--- config.mk ---
export PLATFORM = sky130hd
export DESIGN_NAME = uart_tx_arbiter
export DESIGN_NICKNAME = d
export VERILOG_FILES = /design/src/rtl/uart_tx_arbiter.sv
export SDC_FILE = /design/constraint.sdc
export NUM_CORES = 1
export LEC_CHECK = 0
export ABC_AREA = 0
export BUFFER_PORTS_ARGS = -buffer_cell sky130_fd_sc_hd__buf_2
export CORE_UTILIZATION = 33
export CTS_CLUSTER_DIAMETER = 200
export CTS_CLUSTER_SIZE = 24
export DETAILED_ROUTE_END_ITERATION = 16
export GPL_ROUTABILITY_DRIVEN = 0
export HOLD_SLACK_MARGIN = 0.03
export PLACE_DENSITY = 0.63
export SYNTH_ARGS = -nofsm -noshare
export SYNTH_HDL_FRONTEND = slang
export SYNTH_SLANG_ARGS = --single-unit
export TNS_END_PERCENT = 30
--- constraint.sdc ---
create_clock -name clock100 -period 3.4 [get_ports clock100]
set_clock_uncertainty 0.15 [all_clocks]
set_input_delay 0.51 -clock clock100 [delete_from_list [all_inputs] [get_ports clock100]]
set_output_delay 0.51 -clock clock100 [all_outputs]
set_load 0.05 [all_outputs]
--- src/rtl/uart_tx_arbiter.sv ---
// Round-robin arbiter that shares one UART transmitter among NUM_REQ byte streams.
// A grant is held for a whole frame (req_last) or until MAX_BURST bytes are sent.
module uart_tx_arbiter #(
    parameter int unsigned NUM_REQ   = 4,
    parameter int unsigned MAX_BURST = 16
) (
    input  logic                       clock100,
    input  logic                       reset,
    input  logic [NUM_REQ-1:0]         req_valid,
    input  logic [8*NUM_REQ-1:0]       req_data,
    input  logic [NUM_REQ-1:0]         req_last,
    output logic [NUM_REQ-1:0]         req_ready,
    output logic [7:0]                 tx_data,
    output logic                       tx_start,
    input  logic                       tx_busy,
    output logic [$clog2(NUM_REQ)-1:0] grant_id,
    output logic                       grant_active
);

    localparam int unsigned GW = $clog2(NUM_REQ);
    localparam int unsigned BW = $clog2(MAX_BURST + 1);

    typedef enum logic [2:0] {
        IDLE,
        ACCEPT,
        START,
        WAIT_BUSY,
        WAIT_DONE
    } state_t;

    state_t            r_state;
    state_t            w_state_next;
    logic [GW-1:0]     r_rr_ptr;
    logic [GW-1:0]     r_grant_id;
    logic              r_grant_active;
    logic [7:0]        r_tx_data;
    logic              r_last_flag;
    logic [BW-1:0]     r_burst_cnt;

    logic              w_any;
    logic              w_found;
    logic [GW-1:0]     w_pick;
    logic [GW-1:0]     w_rr_next;
    logic              w_gnt_valid;
    logic              w_gnt_last;
    logic [7:0]        w_gnt_byte;
    logic [NUM_REQ-1:0] w_onehot;
    logic              w_release;

    assign w_any = |req_valid;

    // First valid requester at or after r_rr_ptr, wrapping at NUM_REQ.
    always_comb begin
        int unsigned w_sum;
        w_pick  = r_rr_ptr;
        w_found = 1'b0;
        for (int unsigned i = 0; i < NUM_REQ; i++) begin
            w_sum = 32'(r_rr_ptr) + i;
            if (w_sum >= NUM_REQ) begin
                w_sum = w_sum - NUM_REQ;
            end
            if (!w_found && req_valid[GW'(w_sum)]) begin
                w_found = 1'b1;
                w_pick  = GW'(w_sum);
            end
        end
    end

    always_comb begin
        w_gnt_valid = 1'b0;
        w_gnt_last  = 1'b0;
        w_gnt_byte  = '0;
        w_onehot    = '0;
        for (int unsigned i = 0; i < NUM_REQ; i++) begin
            if (r_grant_id == GW'(i)) begin
                w_gnt_valid = req_valid[i];
                w_gnt_last  = req_last[i];
                w_gnt_byte  = req_data[8*i +: 8];
                w_onehot[i] = 1'b1;
            end
        end
    end

    assign w_release = r_last_flag || (r_burst_cnt == BW'(MAX_BURST));
    assign w_rr_next = (32'(r_grant_id) == NUM_REQ - 1) ? '0 : r_grant_id + GW'(1);

    always_ff @(posedge clock100) begin
        if (reset) begin
            r_state <= IDLE;
        end else begin
            r_state <= w_state_next;
        end
    end

    always_comb begin
        w_state_next = r_state;
        case (r_state)
            IDLE: begin
                if (w_any) begin
                    w_state_next = ACCEPT;
                end
            end
            ACCEPT: begin
                // With bytes already sent the frame stays locked; wait for more.
                if (w_gnt_valid) begin
                    w_state_next = START;
                end else if (r_burst_cnt == '0) begin
                    w_state_next = IDLE;
                end
            end
            START: begin
                w_state_next = WAIT_BUSY;
            end
            WAIT_BUSY: begin
                if (tx_busy) begin
                    w_state_next = WAIT_DONE;
                end
            end
            WAIT_DONE: begin
                if (!tx_busy) begin
                    w_state_next = w_release ? IDLE : ACCEPT;
                end
            end
            default: begin
                w_state_next = IDLE;
            end
        endcase
    end

    always_ff @(posedge clock100) begin
        if (reset) begin
            r_rr_ptr       <= '0;
            r_grant_id     <= '0;
            r_grant_active <= 1'b0;
            r_tx_data      <= 8'h00;
            r_last_flag    <= 1'b0;
            r_burst_cnt    <= '0;
        end else begin
            case (r_state)
                IDLE: begin
                    if (w_any) begin
                        r_grant_id     <= w_pick;
                        r_grant_active <= 1'b1;
                        r_burst_cnt    <= '0;
                    end
                end
                ACCEPT: begin
                    if (w_gnt_valid) begin
                        r_tx_data   <= w_gnt_byte;
                        r_last_flag <= w_gnt_last;
                        r_burst_cnt <= r_burst_cnt + BW'(1);
                    end else if (r_burst_cnt == '0) begin
                        r_grant_active <= 1'b0;
                    end
                end
                WAIT_DONE: begin
                    if (!tx_busy && w_release) begin
                        r_rr_ptr       <= w_rr_next;
                        r_grant_active <= 1'b0;
                    end
                end
                default: begin
                end
            endcase
        end
    end

    assign req_ready    = (r_state == ACCEPT) ? w_onehot : '0;
    assign tx_start     = (r_state == START);
    assign tx_data      = r_tx_data;
    assign grant_id     = r_grant_id;
    assign grant_active = r_grant_active;

endmodule
* After elaboration in Yosys (flattened, before gate mapping)
Cells that the tools add are included.
** Storage, ports and cells
- Bits in registers :: 22
- Input port bits :: 43
- Output and inout bits :: 16
- Logic and storage cells :: 113
** Operators by class
- Add/sub/neg operators :: 9
- Order comparisons :: 8
- Eq/ne operators :: 16
- Multiplexer cells :: 52
- Reduce and logical (&&, ||, !) cells :: 21
** Operator list (number)
- 2-to-1 mux 8 bit :: 4
- 2-to-1 mux 1 bit :: 24
- 2-to-1 mux 2 bit :: 9
- 2-to-1 mux 3 bit :: 5
- one-hot mux 3 bit (5 select lines) :: 1
- inequality test 2 bit (second input constant) :: 7
- less-than comparator 2 x 3 -> 1 bit (second input constant) :: 4
- 2-to-1 mux 5 bit :: 2
- one-hot mux 5 bit (2 select lines) :: 1
- >= comparator 3 bit (second input constant) :: 3
- binary-select mux 1 bit (select 2 bit) :: 4
- subtractor 2 x 1 -> 2 bit (second input constant) :: 4
- adder 2 x 2 -> 3 bit (second input constant) :: 2
- == test 3 x 2 -> 1 bit (second input constant) :: 2
- AND reduction 2 bit :: 3
- adder 5 x 1 -> 5 bit (second input constant) :: 1
- == test 5 bit (second input constant) :: 1
- logical NOT 5 bit :: 1
- AND reduction 5 bit :: 1
- == test 2 bit (second input constant) :: 2
- logical AND 1 bit :: 4
- logical NOT 1 bit :: 4
- 2-to-1 mux 4 bit :: 1
- AND reduction 4 bit :: 1
- 15 further kinds :: 15

* Longest topological paths before layout
- Word-level depth :: 14
- Mapped depth :: 9
- Gate-level depth less buffers :: 7

* Worst setup path before layout
OpenSTA, ideal clock, no wires.
- Path kind :: reg-to-output
- Start :: register r_grant_id[0], in the netlist grant_id[0]
- End :: output port req_ready[3]
- Arrival time :: 1.869 ns
- Path slack :: 0.871 ns
- Stages on the path, launching flop included :: 5
- Buffers on the path :: 1
- Cells stage by stage :: dfxtp_1 ha_1 inv_1 clkbuf_1 nor2_1
** Between the ends
- Cells in the longest elaborated chain, start to end :: 3
** Ends and longest elaborated chain
- start: declaration :: line 34 : logic [GW-1:0] r_grant_id;
- start signal: assignment :: line 142 : r_grant_id <= w_pick;
- == test 2 bit :: line 75 : if (r_grant_id == GW'(i)) begin
- 2-to-1 mux 1 bit :: line 75
- 2-to-1 mux 4 bit :: line 168 : assign req_ready = (r_state == ACCEPT) ? w_onehot : '0;
- end: declaration :: line 12 : output logic [NUM_REQ-1:0] req_ready,
Every way passes these cells.

* Final worst setup path
- Start :: register r_state[0]
- End :: output port req_ready[1]
** Between the ends
- Cells in the longest elaborated chain, start to end :: 2
** Ends and longest elaborated chain
- start: declaration :: line 31 : state_t r_state;
- start signal: assignment :: line 91 : r_state <= w_state_next;
- == test 3 x 1 -> 1 bit :: line 168
- 2-to-1 mux 4 bit :: line 168
Every way passes these cells.

==> impl_metrics.py <==
metrics = {
    "grt": {
        "antenna_found_initial": 0,
        "grt_pass1_vias": 1272,
        "grt.total_usage_pct": 16.39,
        "grt_max_degree": 25,
        "overflow": 0,
        "grt_pass1_wl_um": 5699,
    },
    "detailed_routing": {
        "dr.first_iter.drc_count": 30,
        "drc": 0,
        "first_pass_iters": 4,
        "wl_um": 3724,
        "wl_per_cell_um": 13.40,
        "vias": 1445,
        "ant_nets": 0,
        "vias_per_cell": 5.198,
    },
    "finish": {
        "layout.nets": 279,
        "final-instance-count-excl-fill": 278,
        "drive_above_1_share_pct": 31.14,
        "fillers": 449,
        "syn_to_final_growth_pct": 23.87,
        "antenna_cells": 0,
        "mostFrequentLayoutCell": "buf_2",
        "final_cell_mix": "buf_2, nor2_1, dfxtp_1",
    },
    "sta": {
        "whs_ns": 0.3223,
        "worst_pin_slew_ns": 0.5105,
        "hold_viol_final": 0,
        "drv_slew": 0,
        "achievable-frequency_mhz": 423.2,
        "min_period_ns": 2.363,
        "setup_tns_ns": 0,
        "finalSetupViolations": 0,
        "finalCritPeriodShare_pct": 69.49,
        "relSlewSlack_pct": 65.65,
        "rsz0062_at_grt": "no",
        "finalWorstSetupSlack_ns": 1.037,
    },
    "cts": {
        "htreeDepth": 1,
        "cts_setup_buffers": 0,
        "clk_path_buf_depth": 2,
        "cts_buffers": 3,
        "cts_hold_buf": 0,
        "clk_pin_slew_ns": 0.08,
        "cts_tree": "done",
        "clkSinkCount": 22,
        "clock_latency_ns": 0.26,
        "cts_resized": 0,
        "root_buffer": "clkbuf_8",
    },
    "logic_synthesis": {
        "async_reset_ff_share_pct": 0,
        "synth_edf_count": 0,
        "synth_largest_area_cell": "dfxtp_1",
        "avgSynthCellArea_um2": 8.190,
        "ys_top_cells_by_area": "dfxtp_1, nor2_1, mux2i_1",
        "ys_types": 42,
        "synth-seq-cells": 22,
        "synth-seq-area-share_pct": 30.56,
        "syn_area_um2": 1441,
        "ys.flop_type": "dfxtp_1",
        "yosys_warnings": 0,
        "synth_top_area_share_pct": 30.56,
        "synthCells": 176,
        "syn_nets": 225,
    },
    "worst_setup_path": {
        "crit_type": "reg2out",
        "reg2reg_slack_ns": 1.10,
        "crit_required_ns": 2.74,
        "crit_slowest_cell": "dfxtp_1",
        "startpoint": "r_state[0]",
        "r2r-start": "grant_id[0]",
        "cp-end-kind": "output port",
        "slowest_delay_ns": 0.57,
        "path_max_fanout": 14,
        "path_buf_inv": 1,
        "critPathTopFamily": "simple AND/OR/NAND/NOR gates",
        "crit_end": "req_ready[1]",
        "cp.arrival_ns": 1.70,
        "crit_cells": 3,
        "cp-start-kind": "flip-flop",
        "r2r-end": "r_state[0]",
        "crit_chain": "nor3b_2 > and2_1 > buf_2",
        "r2r_cells": 7,
    },
    "worst_hold_path": {
        "hold_path.class": "reg2reg",
    },
    "power": {
        "peakVddDrop_mv": 0.2608,
        "p_per_area_nw_per_um2": 476.1,
        "leakagePower_nw": 0.7733,
        "total_power_uw": 850.1,
    },
    "floorplanning": {
        "die_w_um": 68.09,
        "num_rows": 23,
        "fp.coreArea_um2": 4086,
        "initial_core_util_pct": 35.27,
        "io_pins": 59,
        "die_h_um": 68.09,
        "die_area_um2": 4636,
    },
    "run_status": {
        "status": "finished, final reports clean",
    },
    "placement": {
        "dp_hpwl_um": 2822,
        "dp.cells": 275,
        "place_ws_ns": 1.089,
        "numPortBuffers": 58,
    },
    "run": {
        "drv_cap": 0,
    },
}
[state kept, by name, summed over array words and instances, names as in the netlist]
| register | flops |
|---|---|
| r_burst_cnt | 5 |
| r_state | 3 |
| grant_id | 2 |
| r_last_flag | 1 |
| grant_active | 1 |
| r_rr_ptr | 2 |
| tx_data | 8 |
[Yosys cell counts, drive strengths merged, types with 2 or more instances]
master and instances:
nand2 8, mux2i 10, ha 6, a21oi 7, or2 3, a211oi 2, o21ai 3, buf 5
nand4 2, a31oi 3, nand2b 4, nand3b 2, nor3b 2, mux2 2, and2 3, o22ai 12
nor2 28, nor3 5, nor2b 3, nand3 4, clkbuf 6, o311ai 3, inv 10, a221oi 12
dfxtp 22
[cells by family after synthesis]
| group | after synthesis | synth area share [%] |
|---|---|---|
| AOI/OAI and AO/OA | 47 | 24.57 |
| and+or+nand+nor | 67 | 23.78 |
| buffers and inverters | 22 | 7.378 |
| DFF | 22 | 30.56 |
| muxes | 12 | 8.507 |
| adders and majority gates | 6 | 5.208 |
[worst min-delay path: cells and delay by family (launching register included)]
kind / cells / cell delay (ns)
buf+inv: 1 / 0.05
flops: 1 / 0.32
compound gates: 1 / 0.06
[metrics by stage]
step           cell area [um^2]  utilization (%)
3_3_place_gp               1744            42.68
2_1_floorplan              1441                -
4_1_cts                    1785            43.69
3_5_place_dp               1744            42.68
5_1_grt                    1785            43.69
6_report                   1785            43.69
[power breakdown]
group	internal (mW)	switching (mW)	leakage [nW]
sequential	0.284	0.0244	0.179
combinational	0.136	0.247	0.573
clock	0.0790	0.0808	0.0216
total	0.498	0.352	0.773
[metal layers]
metal / vias up / share of wire, % / wire, um / track usage [%]
li1: 756 / - / - / -
met3: 2 / 5.2 / 193 / 4.333
met2: 32 / 51 / 1890 / 29.04
met5: - / 0 / 0 / 0
met1: 655 / 44 / 1623 / 19.92
met4: 0 / 0.46 / 17 / 2.604
[layout make-up]
cell class                 count  area, um^2  share of cell area, %
tap                           50       62.56                  3.504
inverter                      11       41.29                  2.313
clock buffer                   3       41.29                  2.313
sequential                    22       440.4                  24.67
timing repair buffer          60       305.3                  17.10
multi-input combinational    132       894.6                  50.11
[worst min-delay path by stage]
stage / startpoint / endpoint / depth (start not counted)
5_1_grt: grant_active / grant_active / 2
2_1_floorplan: r_last_flag / r_last_flag / 2
3_5_place_dp: grant_active / grant_active / 2
6_report: grant_active / grant_active / 2
4_1_cts: grant_active / grant_active / 2
3_3_place_gp: grant_active / grant_active / 2
No activity file was read; power rests on OpenSTA's default activity.
